==> src/rtl/voter_pkg.sv <==
// Shared types and constants for the registered N-channel majority voter.
package voter_pkg;

  typedef enum logic [1:0] {
    OK      = 2'd0,
    SUSPECT = 2'd1,
    FAULT   = 2'd2
  } ch_state_e;

  localparam logic MODE_MAJ  = 1'b0;
  localparam logic MODE_UNAN = 1'b1;

  localparam int STATS_W = 16;

endpackage

==> src/rtl/vote_core.sv <==
// Combinational bitwise majority over N channels, plus per-channel disagree and all-equal.
module vote_core #(
  parameter int N     = 3,
  parameter int WIDTH = 8
) (
  input  logic [N*WIDTH-1:0] in_data,
  output logic [WIDTH-1:0]   maj,
  output logic [N-1:0]       disagree,
  output logic               all_equal
);

  localparam int PC_W = $clog2(N + 1);
  localparam logic [PC_W-1:0] HALF = PC_W'((N + 1) / 2);

  logic [PC_W-1:0] pc;

  always_comb begin
    maj = '0;
    pc  = '0;
    for (int b = 0; b < WIDTH; b++) begin
      pc = '0;
      for (int k = 0; k < N; k++)
        pc = pc + PC_W'(in_data[k*WIDTH + b]);
      maj[b] = (pc >= HALF);
    end
  end

  always_comb begin
    disagree = '0;
    for (int k = 0; k < N; k++)
      disagree[k] = (in_data[k*WIDTH +: WIDTH] != maj);
  end

  // No channel differing from the majority means every channel is identical.
  assign all_equal = ~|disagree;

endmodule

==> src/rtl/n_voter_reg.sv <==
// Registered N-channel majority voter with per-channel persistent-disagreement fault tracking.
// Optional VOTER_STATS_EN adds a saturating mismatch_cnt output.
module n_voter_reg
  import voter_pkg::*;
#(
  parameter int N            = 3,
  parameter int WIDTH        = 8,
  parameter int FAULT_THRESH = 4,
  parameter int CNT_W        = 8
) (
  input  logic               clk,
  input  logic               rst,
  input  logic               in_valid,
  input  logic [N*WIDTH-1:0] in_data,
  input  logic               mode,
  input  logic               clr_fault,
  output logic               out_valid,
  output logic [WIDTH-1:0]   out_data,
  output logic               agree,
`ifdef VOTER_STATS_EN
  output logic [STATS_W-1:0] mismatch_cnt,
`endif
  output logic [N-1:0]       fault
);

  if (N < 3 || (N % 2) == 0) begin : g_bad_n
    $error("n_voter_reg: N must be odd and >= 3");
  end
  if (FAULT_THRESH < 1 || FAULT_THRESH > 255) begin : g_bad_thresh
    $error("n_voter_reg: FAULT_THRESH must be in 1..255");
  end
  if (((1 << CNT_W) - 1) < FAULT_THRESH) begin : g_bad_cnt_w
    $error("n_voter_reg: CNT_W too narrow for FAULT_THRESH");
  end

  localparam logic [CNT_W-1:0] THRESH = CNT_W'(FAULT_THRESH);

  logic [WIDTH-1:0] maj;
  logic [N-1:0]     disagree;
  logic             all_equal;

  vote_core #(.N(N), .WIDTH(WIDTH)) u_core (
    .in_data   (in_data),
    .maj       (maj),
    .disagree  (disagree),
    .all_equal (all_equal)
  );

  // Output path: unanimous-hold keeps the last clean word when channels split.
  always_ff @(posedge clk or posedge rst) begin
    if (rst) begin
      out_valid <= 1'b0;
      out_data  <= '0;
      agree     <= 1'b0;
    end else begin
      out_valid <= in_valid;
      if (in_valid) begin
        agree <= all_equal;
        if (mode == MODE_MAJ || all_equal)
          out_data <= maj;
      end
    end
  end

  ch_state_e              st  [N];
  logic [N-1:0][CNT_W-1:0] cnt;

  always_ff @(posedge clk or posedge rst) begin
    if (rst) begin
      for (int k = 0; k < N; k++) st[k] <= OK;
      cnt   <= '0;
      fault <= '0;
    end else if (clr_fault) begin
      for (int k = 0; k < N; k++) st[k] <= OK;
      cnt   <= '0;
      fault <= '0;
    end else if (in_valid) begin
      for (int k = 0; k < N; k++) begin
        case (st[k])
          OK: begin
            if (disagree[k]) begin
              cnt[k] <= CNT_W'(1);
              if (THRESH == CNT_W'(1)) begin
                st[k]    <= FAULT;
                fault[k] <= 1'b1;
              end else begin
                st[k] <= SUSPECT;
              end
            end else begin
              cnt[k] <= '0;
            end
          end
          SUSPECT: begin
            if (disagree[k]) begin
              cnt[k] <= cnt[k] + CNT_W'(1);
              if (cnt[k] + CNT_W'(1) == THRESH) begin
                st[k]    <= FAULT;
                fault[k] <= 1'b1;
              end
            end else begin
              cnt[k] <= '0;
              st[k]  <= OK;
            end
          end
          FAULT: begin
            // Sticky until cleared; counter parks at the threshold.
            cnt[k]   <= THRESH;
            fault[k] <= 1'b1;
          end
          default: begin
            st[k]  <= OK;
            cnt[k] <= '0;
          end
        endcase
      end
    end
  end

`ifdef VOTER_STATS_EN
  always_ff @(posedge clk or posedge rst) begin
    if (rst)
      mismatch_cnt <= '0;
    else if (clr_fault)
      mismatch_cnt <= '0;
    else if (in_valid && !all_equal && mismatch_cnt != {STATS_W{1'b1}})
      mismatch_cnt <= mismatch_cnt + STATS_W'(1);
  end
`endif

endmodule

==> config.mk <==
export PLATFORM = sky130hd
export DESIGN_NAME = n_voter_reg
export DESIGN_NICKNAME = d
export VERILOG_FILES = /design/src/rtl/voter_pkg.sv /design/src/rtl/vote_core.sv /design/src/rtl/n_voter_reg.sv
export SDC_FILE = /design/constraint.sdc
export NUM_CORES = 1
export LEC_CHECK = 0
export ABC_AREA = 1
export BUFFER_PORTS_ARGS = -buffer_cell sky130_fd_sc_hd__buf_2
export CAP_MARGIN = 30
export CORE_UTILIZATION = 45
export DETAILED_ROUTE_END_ITERATION = 10
export MAX_ROUTING_LAYER = met4
export PLACE_DENSITY = 0.72
export SYNTH_ARGS = -nofsm -noshare
export SYNTH_HDL_FRONTEND = slang
export SYNTH_SLANG_ARGS = --single-unit
==> constraint.sdc <==
create_clock -name clk -period 4.1 [get_ports clk]
set_input_delay 0.82 -clock clk [delete_from_list [all_inputs] [get_ports clk]]
set_output_delay 0.82 -clock clk [all_outputs]
set_load 0.01 [all_outputs]
==> flow_metrics.env, run 1 <==
export IMPL_end_kind="register"
export IMPL_grt_pass1_vias=2896
export IMPL_stdcell_area_sq_um=3707
export IMPL_yosys_cell_types_count=34
export IMPL_post_synth_inst_count=490
export IMPL_critical_path_cell_chain="buf_2 -> ha_1 -> nand2_2 -> nand3_1 -> nand2_1 -> nor2_1 -> nand2_1 -> nor2_2 -> nor2_2 -> nand3_1 -> nand2_1 -> nand2_1 -> nand2_1"
export IMPL_clock_root_buffer="clkbuf_8"
export IMPL_placed_area_sq_um=3622
export IMPL_grt_remaining_overflow=0
export IMPL_die_area_sq_um=7698
export IMPL_tritoncts="done"
export IMPL_post_route_cells_drive_above_1_share_pct=16.98
export IMPL_routed_via_density=4.897
export IMPL_synth_seq_area_share_pct=32.53
export IMPL_final_core_util_pct=53.39
export IMPL_final_min_period_over_clock_period_pct=52.44
export IMPL_grt_util_all_layers_pct=20.74
export IMPL_finalWirelength_um=7209
export IMPL_reg2reg_depth=11
export IMPL_drt_met1_wl_um=3546
export IMPL_clock_buffer_count_from_cts=5
export IMPL_drtIter0Drc=166
export IMPL_cap_viol_max_count=0
export IMPL_worst_setup_path_type="input pin to register"
export IMPL_final_setup_skew_ps=7.426
export IMPL_clock_sink_count=43
export IMPL_die_height_um=87.74
export IMPL_initial_core_util_pct=47.64
export IMPL_cp_arrival_ps=2340
export IMPL_core_area_sq_um=6944
export IMPL_power_dens_cells_nw_per_um2=319.8
export IMPL_clk_pin_slew_worst_paths_ps=90
export IMPL_synth_edff_count=0
export IMPL_detailroute_via_count=3095
export IMPL_critical_path_top_cell_by_count="nand2_1"
export IMPL_critical_path_startpoint="in_data[0]"
export IMPL_post_cts_setup_buffers=0
export IMPL_die_x_um=87.74
export IMPL_timing_slew_headroom_pct=63.17
export IMPL_slowest_stage_delay_on_critical_path_ps=300
export IMPL_ff2ff_setup_slack_ps=2410
export IMPL_critPathMaxFanout=6
export IMPL_hold_violations_final=0
export IMPL_synth_area_per_cell_sq_um=6.751
export IMPL_worst_ir_drop_vdd_mv=0.1312
export IMPL_timing_hold_worst_path_depth=2
export IMPL_whs_ps=486.2
export IMPL_postSynth_asyncResetShare_pct=100.0
export IMPL_netlist_area_sq_um=3308
export IMPL_commonest_cells_after_routing_fill_and_taps_aside="nand2_1, nand3_1, inv_1"
export IMPL_post_cts_resize_count=0
export IMPL_fin_nets=577
export IMPL_grt_max_degree=44
export IMPL_worst_pin_slew_ps=552.4
export IMPL_ys_warnings_count=0
export IMPL_power_leakage_nw=1.940
export IMPL_fillerInstances=663
export IMPL_total_area_of_multi_input_combinational_cells_sq_um=1992
export IMPL_reg2reg_to="st[4]$_DFFE_PP0P_"
export IMPL_run_status="completed"
export IMPL_min_path_type="register to register"
export IMPL_most_used_flip_flop_cell_after_synthesis="dfrtp_1"
export IMPL_top_layer="met4"
export IMPL_r2r_start="cnt[0]$_DFFE_PP0N_"
export IMPL_placement_io_buffers=41
export IMPL_initial_antenna_violation_count=0
export IMPL_crit_path_top_delay_cell="ha_1"
export IMPL_boundaryPins=42
export IMPL_end_of_the_worst_hold_path="fault[0]$_DFFE_PP0P_"
export IMPL_register_area_sq_um=1076
export IMPL_cts_hold_buffers=0
export IMPL_peak_clock_frequency_supported_by_timing_mhz=465.1
export IMPL_diodes=0
export IMPL_detailedPlacementHpwl_um=5564
export IMPL_worst_endpoint_required_ps=4290
export IMPL_ctsHtreeMaxLevel=2
export IMPL_met2_wirelength_um=3418
export IMPL_setup_viol=0
export IMPL_detail_route_wl_per_cell_um=11.41
export IMPL_cp_start_kind="input pin"
export IMPL_fin_setup_tns_ps=0
export IMPL_most_common_cell_after_layout_fill_and_taps_aside="nand2_1"
export IMPL_layout_area_overhead_vs_synth_pct=12.07
export IMPL_ant_nets=0
export IMPL_route_met3_wl_um=204
export IMPL_place_gp_congestion=0.8331
export IMPL_clk_latency_ps=290
export IMPL_floorplan_rows=30
export IMPL_finalMaxSlewViolations=0
export IMPL_grt_first_pass_wirelength_um=12380
export IMPL_hold_start="fault[0]$_DFFE_PP0P_"
export IMPL_total_power_mw=1.186
export IMPL_setup_repair_after_global_routing_missed_its_margin="no"
export IMPL_drc=0
export IMPL_ys_seq_elements=43
export IMPL_max_clock_path_buffers=2
export IMPL_postSynthNetCount=532
export IMPL_dr_pass1_iters=4
export IMPL_min_period_ps=2150
==> area by class of cell <==
class / instances / area share (%)
multi-input combinational: 385 / 53.73
tap: 96 / 3.240
sequential: 43 / 29.02
inverter: 57 / 5.771
clock inverter: 2 / 0.3375
timing repair buffer: 43 / 5.940
clock buffer: 6 / 1.957
==> flip-flops by register name, summed over array words and instances (netlist names) <==
register   flops
agree          1
fault          3
out_data       8
out_valid      1
st             6
cnt           24
==> power breakdown <==
| group | switching [mW] | internal, mW | total, mW | leakage, nW |
|---|---|---|---|---|
| combinational | 0.238 | 0.136 | 0.374 | 1.33 |
| sequential | 0.0597 | 0.481 | 0.541 | 0.571 |
| clock | 0.151 | 0.119 | 0.271 | 0.0412 |
==> cells in the mapped netlist, types with 5 or more instances <==
master	n	area [sq um]
nand2_2	15	93.84
ha_1	13	162.7
inv_1	48	180.2
nand3_1	48	240.2
inv_2	9	33.78
a21oi_1	8	40.04
o21ai_0	16	80.08
nand2_1	176	660.6
nor3_1	7	35.03
nor2_1	39	146.4
xor2_1	6	52.55
nor2_4	5	56.30
nand3b_1	18	135.1
o22ai_1	6	37.54
dfrtp_1	43	1076
==> kinds of logic after synthesis <==
kind of cell | after synthesis | share of synthesized area (%)
simple gates | 327 | 46.90
buf+inv | 62 | 7.261
flops | 43 | 32.53
compound gates | 37 | 6.279
fa+ha+maj | 13 | 4.917
xor+xnor | 8 | 2.118
==> worst max path at each step <==
stage / to / cells after the start / slack (ps)
floorplan: out_data[0]$_DFFE_PP0P_ / 11 / 1990
global placement: st[2]$_DFFE_PP0P_ / 13 / 1690
detailed placement: st[2]$_DFFE_PP0P_ / 13 / 1660
CTS: st[2]$_DFFE_PP0P_ / 13 / 1980
global route: st[2]$_DFFE_PP0P_ / 13 / 1830
finish: st[2]$_DFFE_PP0P_ / 13 / 1950
==> metal layers <==
| metal | GRT usage (%) | vias up |
|---|---|---|
| met5 | - | - |
| met4 | 5.365 | 0 |
| met2 | 34.18 | 55 |
| li1 | - | 1654 |
| met1 | 26.96 | 1384 |
| met3 | 2.545 | 2 |
==> critical path, delay by kind of cell <==
kind | cells | cell delay (ps)
AND/OR/NAND/NOR | 11 | 1090
adder cells (fa/ha/maj) | 1 | 300
buffers and inverters | 1 | 120
==> per-stage QoR <==
stage          setup slack [ps]  cells
2_1_floorplan              1986    490
3_3_place_gp               1691    624
3_5_place_dp               1661    624
4_1_cts                    1978    632
5_1_grt                    1831    632
6_report                   1950    632
(Power assumes the default switching activity.)
==> run 2: changes to the inputs <==
Settings changed: ABC_AREA 1 to 0, PLACE_DENSITY 0.72 to 0.75.
Clock period 4.1 ns to 1.9 ns, I/O delays scaled along.
==> run 2 against run 1 <==
Effect of this change:
- the run now ends with setup timing left
- clock power grew to 2.7 times the previous value
- register-to-register slack lost 2400 ps
- final area grew 13%
- via count shrank 8.9%
- sequential share of layout area shrank 3.4 points
==> flow_metrics.env, run 2 <==
export IMPL_run_status="finished, violations left"
export IMPL_failed_checks="setup timing"
export IMPL_die_x_um=82.94
export IMPL_max_clock_path_buffers=2
export IMPL_setup_viol=9
export IMPL_layout_top_registers="cnt x24, out_data x8, st x6"
export IMPL_critical_path_cell_chain="buf_2 -> ha_4 -> a21oi_4 -> xnor2_2 -> nor4_4 -> nand2_4 -> o32ai_4 -> buf_6 -> mux2i_1"
export IMPL_clock_root_buffer="clkbuf_8"
export IMPL_setup_repair_after_global_routing_missed_its_margin="yes"
export IMPL_place_gp_congestion=0.8164
export IMPL_end_kind="register"
export IMPL_route_met3_wl_um=302
export IMPL_reg2reg_to="st[1]$_DFFE_PP0P_"
export IMPL_most_common_cell_after_layout_fill_and_taps_aside="buf_4"
export IMPL_total_power_mw=2.449
export IMPL_drt_met1_wl_um=3322
export IMPL_cp_arrival_ps=2180
export IMPL_power_leakage_nw=1.918
export IMPL_drtIter0Drc=126
export IMPL_tritoncts="done"
export IMPL_finalMaxSlewViolations=0
export IMPL_yosys_cell_types_count=54
export IMPL_timing_critical_path_max_delay_family="compound AO/OA/AOI/OAI gates"
export IMPL_postLayoutSetupSlackWorst_ps=-62.05
export IMPL_critical_path_startpoint="in_data[1]"
export IMPL_grt_first_pass_wirelength_um=12300
export IMPL_netsw_mw=0.7337
export IMPL_crit_path_top_delay_cell="nor4_4"
export IMPL_cts_hold_buffers=0
export IMPL_floorplan_rows=29
export IMPL_finalWirelength_um=7914
export IMPL_grt_remaining_overflow=0
export IMPL_initial_core_util_pct=46.42
export IMPL_post_layout_nonfiller_instances=494
export IMPL_die_area_sq_um=6878
export IMPL_min_path_type="input pin to asynchronous set/reset pin"
export IMPL_grt_max_degree=44
export IMPL_ys_seq_elements=43
export IMPL_timing_critical_path_depth=9
export IMPL_grt_util_all_layers_pct=22.35
export IMPL_cap_viol_max_count=0
export IMPL_post_synth_top_area_cell="dfrtp_1"
export IMPL_synth_common_cells="dfrtp_1, nand2_1, inv_1, a21oi_1, xnor2_1"
export IMPL_postSynthNetCount=356
export IMPL_peak_clock_frequency_supported_by_timing_mhz=509.7
export IMPL_reg2reg_depth=7
export IMPL_detailroute_via_count=2818
export IMPL_dr_pass1_iters=4
export IMPL_power_share_sequential_pct=40.6
export IMPL_critPathMaxFanout=4
export IMPL_fin_nets=458
export IMPL_dp_cells=474
export IMPL_hold_violations_final=0
export IMPL_netlist_area_sq_um=2948
export IMPL_detail_route_wl_per_cell_um=16.02
export IMPL_power_dens_cells_nw_per_um2=583.2
export IMPL_met2_wirelength_um=4145
export IMPL_path_buf_inv=2
export IMPL_synth_seq_area_share_pct=36.50
export IMPL_post_route_cells_drive_above_1_share_pct=41.25
export IMPL_placement_io_buffers=41
export IMPL_top_layer="met4"
export IMPL_grt_pass1_vias=2729
export IMPL_boundaryPins=42
export IMPL_power_share_clock_pct=30.0
export IMPL_ff2ff_setup_slack_ps=20
export IMPL_worst_ir_drop_vdd_mv=0.4860
export IMPL_commonest_cells_after_routing_fill_and_taps_aside="buf_4, dfrtp_1, buf_2"
export IMPL_netlist_top_cells_area="dfrtp_1, ha_1, xnor2_1"
export IMPL_p_sw_share_pct=29.96
export IMPL_ys_warnings_count=0
export IMPL_synth_area_per_cell_sq_um=9.388
export IMPL_core_area_sq_um=6350
export IMPL_setup_worst_path_end="out_data[2]$_DFFE_PP0P_"
export IMPL_post_synth_inst_count=314
export IMPL_fin_setup_tns_ps=-436.7
export IMPL_cp_start_kind="input pin"
export IMPL_final_min_period_over_clock_period_pct=103.3
export IMPL_clock_buffer_count_from_cts=5
export IMPL_initial_antenna_violation_count=0
export IMPL_worst_setup_path_type="input pin to register"
export IMPL_clk_pin_slew_worst_paths_ps=90
export IMPL_most_used_flip_flop_cell_after_synthesis="dfrtp_1"
export IMPL_clock_sink_count=43
export IMPL_largest_register_ffs=24
export IMPL_postSynth_asyncResetShare_pct=100.0
export IMPL_synth_top_cell_area_share_pct=36.50
export IMPL_diodes=0
export IMPL_detailedPlacementHpwl_um=5501
export IMPL_library_cell_with_the_highest_instance_count_after_synthesis="dfrtp_1"
export IMPL_fillerInstances=433
export IMPL_layout_area_overhead_vs_synth_pct=42.44
export IMPL_whs_ps=200.0
export IMPL_regMostFlops="cnt"
export IMPL_die_height_um=82.94
export IMPL_min_period_ps=1962
export IMPL_drc=0
export IMPL_final_setup_skew_ps=11.63
export IMPL_routed_via_density=5.704
export IMPL_worst_endpoint_required_ps=2120
export IMPL_ctsHtreeMaxLevel=2
export IMPL_r2r_start="cnt[16]$_DFFE_PP0N_"
export IMPL_timing_slew_headroom_pct=61.41
export IMPL_synth_edff_count=0
export IMPL_worst_pin_slew_ps=578.9
export IMPL_clk_latency_ps=300
export IMPL_ant_nets=0
export IMPL_combinationalPowerShare_pct=29.4
export IMPL_slowest_stage_delay_on_critical_path_ps=310
export IMPL_cell_internal_pwr_mw=1.715
## run 2: through the flow
stage               setup slack (ps)  instance area, sq um  utilization [%]
floorplan                     -322.8                  3156                -
global placement              -393.1                  3806            59.94
detailed placement            -471.4                  3806            59.94
CTS                           -31.33                  4035            63.55
global route                  -158.5                  4199            66.13
finish                        -62.05                  4199            66.13
## run 2: cell type report
cell class                 count  area, sq um  share of cell area [%]
sequential                    43         1077                   25.66
tap                           77        96.34                   2.294
inverter                      24        90.09                   2.145
clock inverter                 3        43.79                   1.043
multi-input combinational    236         2057                   48.99
timing repair buffer         106        765.7                   18.24
clock buffer                   5        68.82                   1.639
## run 2: worst min path at each step
stage	to	start	slack (ps)
after floorplan	out_valid$_DFF_PP0_	in_valid	410
after global placement	st[1]$_DFFE_PP0P_	st[1]$_DFFE_PP0P_	480
after detailed placement	st[1]$_DFFE_PP0P_	st[1]$_DFFE_PP0P_	490
after CTS	cnt[5]$_DFFE_PP0N_	rst	220
after global routing	cnt[6]$_DFFE_PP0N_	rst	240
final	cnt[6]$_DFFE_PP0N_	rst	200
## run 2: cell families (layout without fill, tap and decap cells)
kind of cell | Yosys count | count (layout) | share of synthesized area (%)
and+or+nand+nor | 109 | 109 | 22.45
AOI/OAI and AO/OA | 83 | 83 | 21.10
DFF | 43 | 43 | 36.50
buffers and inverters | 35 | 138 | 4.796
xor gates and xnor gates | 21 | 21 | 6.240
adders and majority gates | 13 | 13 | 5.518
muxes | 10 | 10 | 3.396
## run 2: layer usage
layer	vias to the layer above	GRT usage, %
li1	1346	-
met1	1380	25.79
met2	75	39.79
met3	17	3.280
met4	0	7.367
met5	-	-
## run 2: repair_timing
| action | in CTS | in global routing |
|---|---|---|
| setup endpoints to repair | 15 | 24 |
| gates cloned | 0 | 0 |
| setup buffers | 5 | 7 |
| gates resized for setup | 18 | 27 |
| pin swaps | 15 | 17 |
## run 2: worst register-to-register path, delay by kind of cell (launching register included)
| kind | cells | cell delay (ps) |
|---|---|---|
| and+or+nand+nor | 1 | 160 |
| AOI/OAI and AO/OA | 5 | 980 |
| DFF | 1 | 420 |
| adders and majority gates | 1 | 230 |
## run 2: power groups by stage
stage               logic (mW)  registers (mW)  clock network, mW
finish                   0.720           0.994              0.735
global route             0.767            1.00              0.782
CTS                      0.675           0.994              0.755
detailed placement       0.635            1.01                  0
global placement         0.612            1.01                  0
floorplan                0.360            1.03                  0
==> run 3: changes to the inputs <==
Settings changed: PLACE_DENSITY 0.75 to 0.72.
Clock period 1.9 ns to 2.08 ns, I/O delays scaled along.
==> run 3 against run 2 <==
Effect of this change:
- the run still ends with setup timing left
- sequential cell count did not move
- final area fell by 4.4%
- via count fell by 2.9%
- power fell by 15%
- combinational power fell by 15%
- utilization fell by 2.9 points
- clock-buffer cell count did not move
- global-route usage rose by 0.60 points
- critical path depth rose by 1
- clock skew fell by 4.3 ps
==> flow_metrics.env, run 3 (synthesis results as in run 2) <==
export IMPL_min_path_type="input pin to asynchronous set/reset pin"
export IMPL_r2r_start="cnt[16]$_DFFE_PP0N_"
export IMPL_reg2reg_to="fault[2]$_DFFE_PP0P_"
export IMPL_worst_ir_drop_vdd_mv=0.3569
export IMPL_regMostFlops="cnt"
export IMPL_initial_antenna_violation_count=0
export IMPL_tritoncts="done"
export IMPL_finalWirelength_um=7455
export IMPL_clock_sink_count=43
export IMPL_fin_setup_tns_ps=-38.96
export IMPL_clock_root_buffer="clkbuf_8"
export IMPL_worst_endpoint_required_ps=2300
export IMPL_die_height_um=82.94
export IMPL_power_share_clock_pct=27.2
export IMPL_worst_setup_path_type="input pin to register"
export IMPL_diodes=0
export IMPL_finalMaxSlewViolations=0
export IMPL_final_core_util_pct=63.23
export IMPL_cap_viol_max_count=0
export IMPL_peak_clock_frequency_supported_by_timing_mhz=473.5
export IMPL_final_min_period_over_clock_period_pct=101.5
export IMPL_layout_area_overhead_vs_synth_pct=36.21
export IMPL_grt_first_pass_wirelength_um=12550
export IMPL_total_power_mw=2.094
export IMPL_power_share_sequential_pct=43.4
export IMPL_die_area_sq_um=6878
export IMPL_cell_internal_pwr_mw=1.420
export IMPL_critPathMaxFanout=4
export IMPL_grt_util_all_layers_pct=22.95
export IMPL_clock_buffer_count_from_cts=5
export IMPL_ant_nets=0
export IMPL_max_clock_path_buffers=2
export IMPL_stdcell_area_sq_um=4015
export IMPL_run_status="finished, violations left"
export IMPL_initial_core_util_pct=46.42
export IMPL_cp_arrival_ps=2330
export IMPL_power_leakage_nw=1.845
export IMPL_end_kind="register"
export IMPL_core_area_sq_um=6350
export IMPL_critical_path_cell_chain="buf_8 -> ha_4 -> a21oi_4 -> buf_6 -> xnor2_4 -> nor4_4 -> nand2_4 -> o32ai_4 -> buf_6 -> mux2i_1"
export IMPL_dr_pass1_iters=4
export IMPL_post_route_cells_drive_above_1_share_pct=36.43
export IMPL_place_gp_congestion=0.8111
export IMPL_power_dens_cells_nw_per_um2=521.4
export IMPL_setup_viol=3
export IMPL_commonest_cells_after_routing_fill_and_taps_aside="buf_4, dfrtp_1, buf_2"
export IMPL_fin_nets=450
export IMPL_most_common_cell_after_layout_fill_and_taps_aside="buf_4"
export IMPL_cts_hold_buffers=0
export IMPL_detailroute_via_count=2736
export IMPL_critical_path_top_cell_by_count="buf_6"
export IMPL_cp_start_kind="input pin"
export IMPL_largest_register_ffs=24
export IMPL_drtIter0Drc=101
export IMPL_slowest_stage_delay_on_critical_path_ps=380
export IMPL_layout_top_registers="cnt x24, out_data x8, st x6"
export IMPL_failed_checks="setup timing"
export IMPL_clk_latency_ps=300
export IMPL_floorplan_rows=29
export IMPL_detail_route_wl_per_cell_um=15.34
export IMPL_grt_pass1_vias=2797
export IMPL_grt_max_degree=44
export IMPL_placed_area_sq_um=3727
export IMPL_netsw_mw=0.6736
export IMPL_ff2ff_setup_slack_ps=220
export IMPL_clk_pin_slew_worst_paths_ps=90
export IMPL_placement_io_buffers=41
export IMPL_min_period_ps=2112
export IMPL_p_sw_share_pct=32.18
export IMPL_worst_pin_slew_ps=558.6
export IMPL_setup_repair_after_global_routing_missed_its_margin="yes"
export IMPL_combinationalPowerShare_pct=29.4
export IMPL_final_setup_skew_ps=7.339
export IMPL_postLayoutSetupSlackWorst_ps=-31.98
export IMPL_routed_via_density=5.630
export IMPL_crit_path_top_delay_cell="nor4_4"
export IMPL_hold_violations_final=0
export IMPL_drc=0
export IMPL_ctsHtreeMaxLevel=2
export IMPL_detailedPlacementHpwl_um=5331
export IMPL_die_x_um=82.94
export IMPL_boundaryPins=42
export IMPL_reg2reg_depth=7
export IMPL_timing_slew_headroom_pct=62.76
export IMPL_grt_remaining_overflow=0
[run 3: changes by cell type in the layout (fill, tap and decap cells not counted), sizes merged]
cell / before / now
buf: 106 / 98
inv: 23 / 24
bufinv: 1 / 0
clkinv: 3 / 1
clkinvlp: 0 / 2
[run 3: worst max-delay path, delay by kind of cell]
family	cells	cell delay, ps
muxes	1	220
xor gates and xnor gates	1	70
buffers and inverters	3	410
and+or+nand+nor	2	470
AOI/OAI and AO/OA	2	490
adders and majority gates	1	250
[run 3: what timing repair did]
action | CTS | global route
buffers inserted | 3 | 7
resized for setup | 7 | 18
cloned | 0 | 0
setup endpoints to repair | 11 | 15
pin swaps | 6 | 12
[run 3: power groups by stage]
| stage | Sequential (mW) | Combinational, mW | Clock (mW) |
|---|---|---|---|
| floorplan | 0.937 | 0.320 | 0 |
| global placement | 0.924 | 0.539 | 0 |
| detailed placement | 0.924 | 0.557 | 0 |
| CTS | 0.910 | 0.577 | 0.583 |
| global route | 0.915 | 0.663 | 0.620 |
| finish | 0.910 | 0.615 | 0.569 |
[run 3: through the flow]
| step | hold slack [ps] | setup WS (ps) | cells |
|---|---|---|---|
| 3_5_place_dp | 482.7 | -546.5 | 469 |
| 5_1_grt | 267.7 | -90.66 | 486 |
| 3_3_place_gp | 477.3 | -515.1 | 469 |
| 4_1_cts | 253.8 | 1.752 | 479 |
| 6_report | 226.5 | -31.98 | 486 |
| 2_1_floorplan | 447.4 | -178.8 | 314 |
[run 3: how the worst max path moves through the flow]
stage | from | endpoint
6_report | in_data[19] | out_data[3]$_DFFE_PP0P_
5_1_grt | in_data[19] | cnt[5]$_DFFE_PP0N_
4_1_cts | in_data[5] | cnt[4]$_DFFE_PP0N_
3_5_place_dp | in_data[6] | cnt[4]$_DFFE_PP0N_
3_3_place_gp | in_data[6] | cnt[4]$_DFFE_PP0N_
2_1_floorplan | in_data[2] | out_data[0]$_DFFE_PP0P_
[run 3: layer usage]
| metal | vias to the layer above | part of all wire [%] | track usage [%] |
|---|---|---|---|
| met5 | - | 0 | - |
| met4 | 0 | 0.89 | 5.486 |
| met3 | 5 | 3.2 | 3.280 |
| met2 | 52 | 51 | 39.87 |
| met1 | 1348 | 45 | 28.21 |
| li1 | 1331 | - | - |
[run 3: final cells by class]
cell class | count | area [sq um]
clock buffer | 5 | 68.82
tap | 77 | 96.34
fill | 520 | 2335
inverter | 24 | 90.09
clock inverter | 3 | 23.77
multi-input combinational | 236 | 1996
timing repair buffer | 98 | 664.4
sequential | 43 | 1076
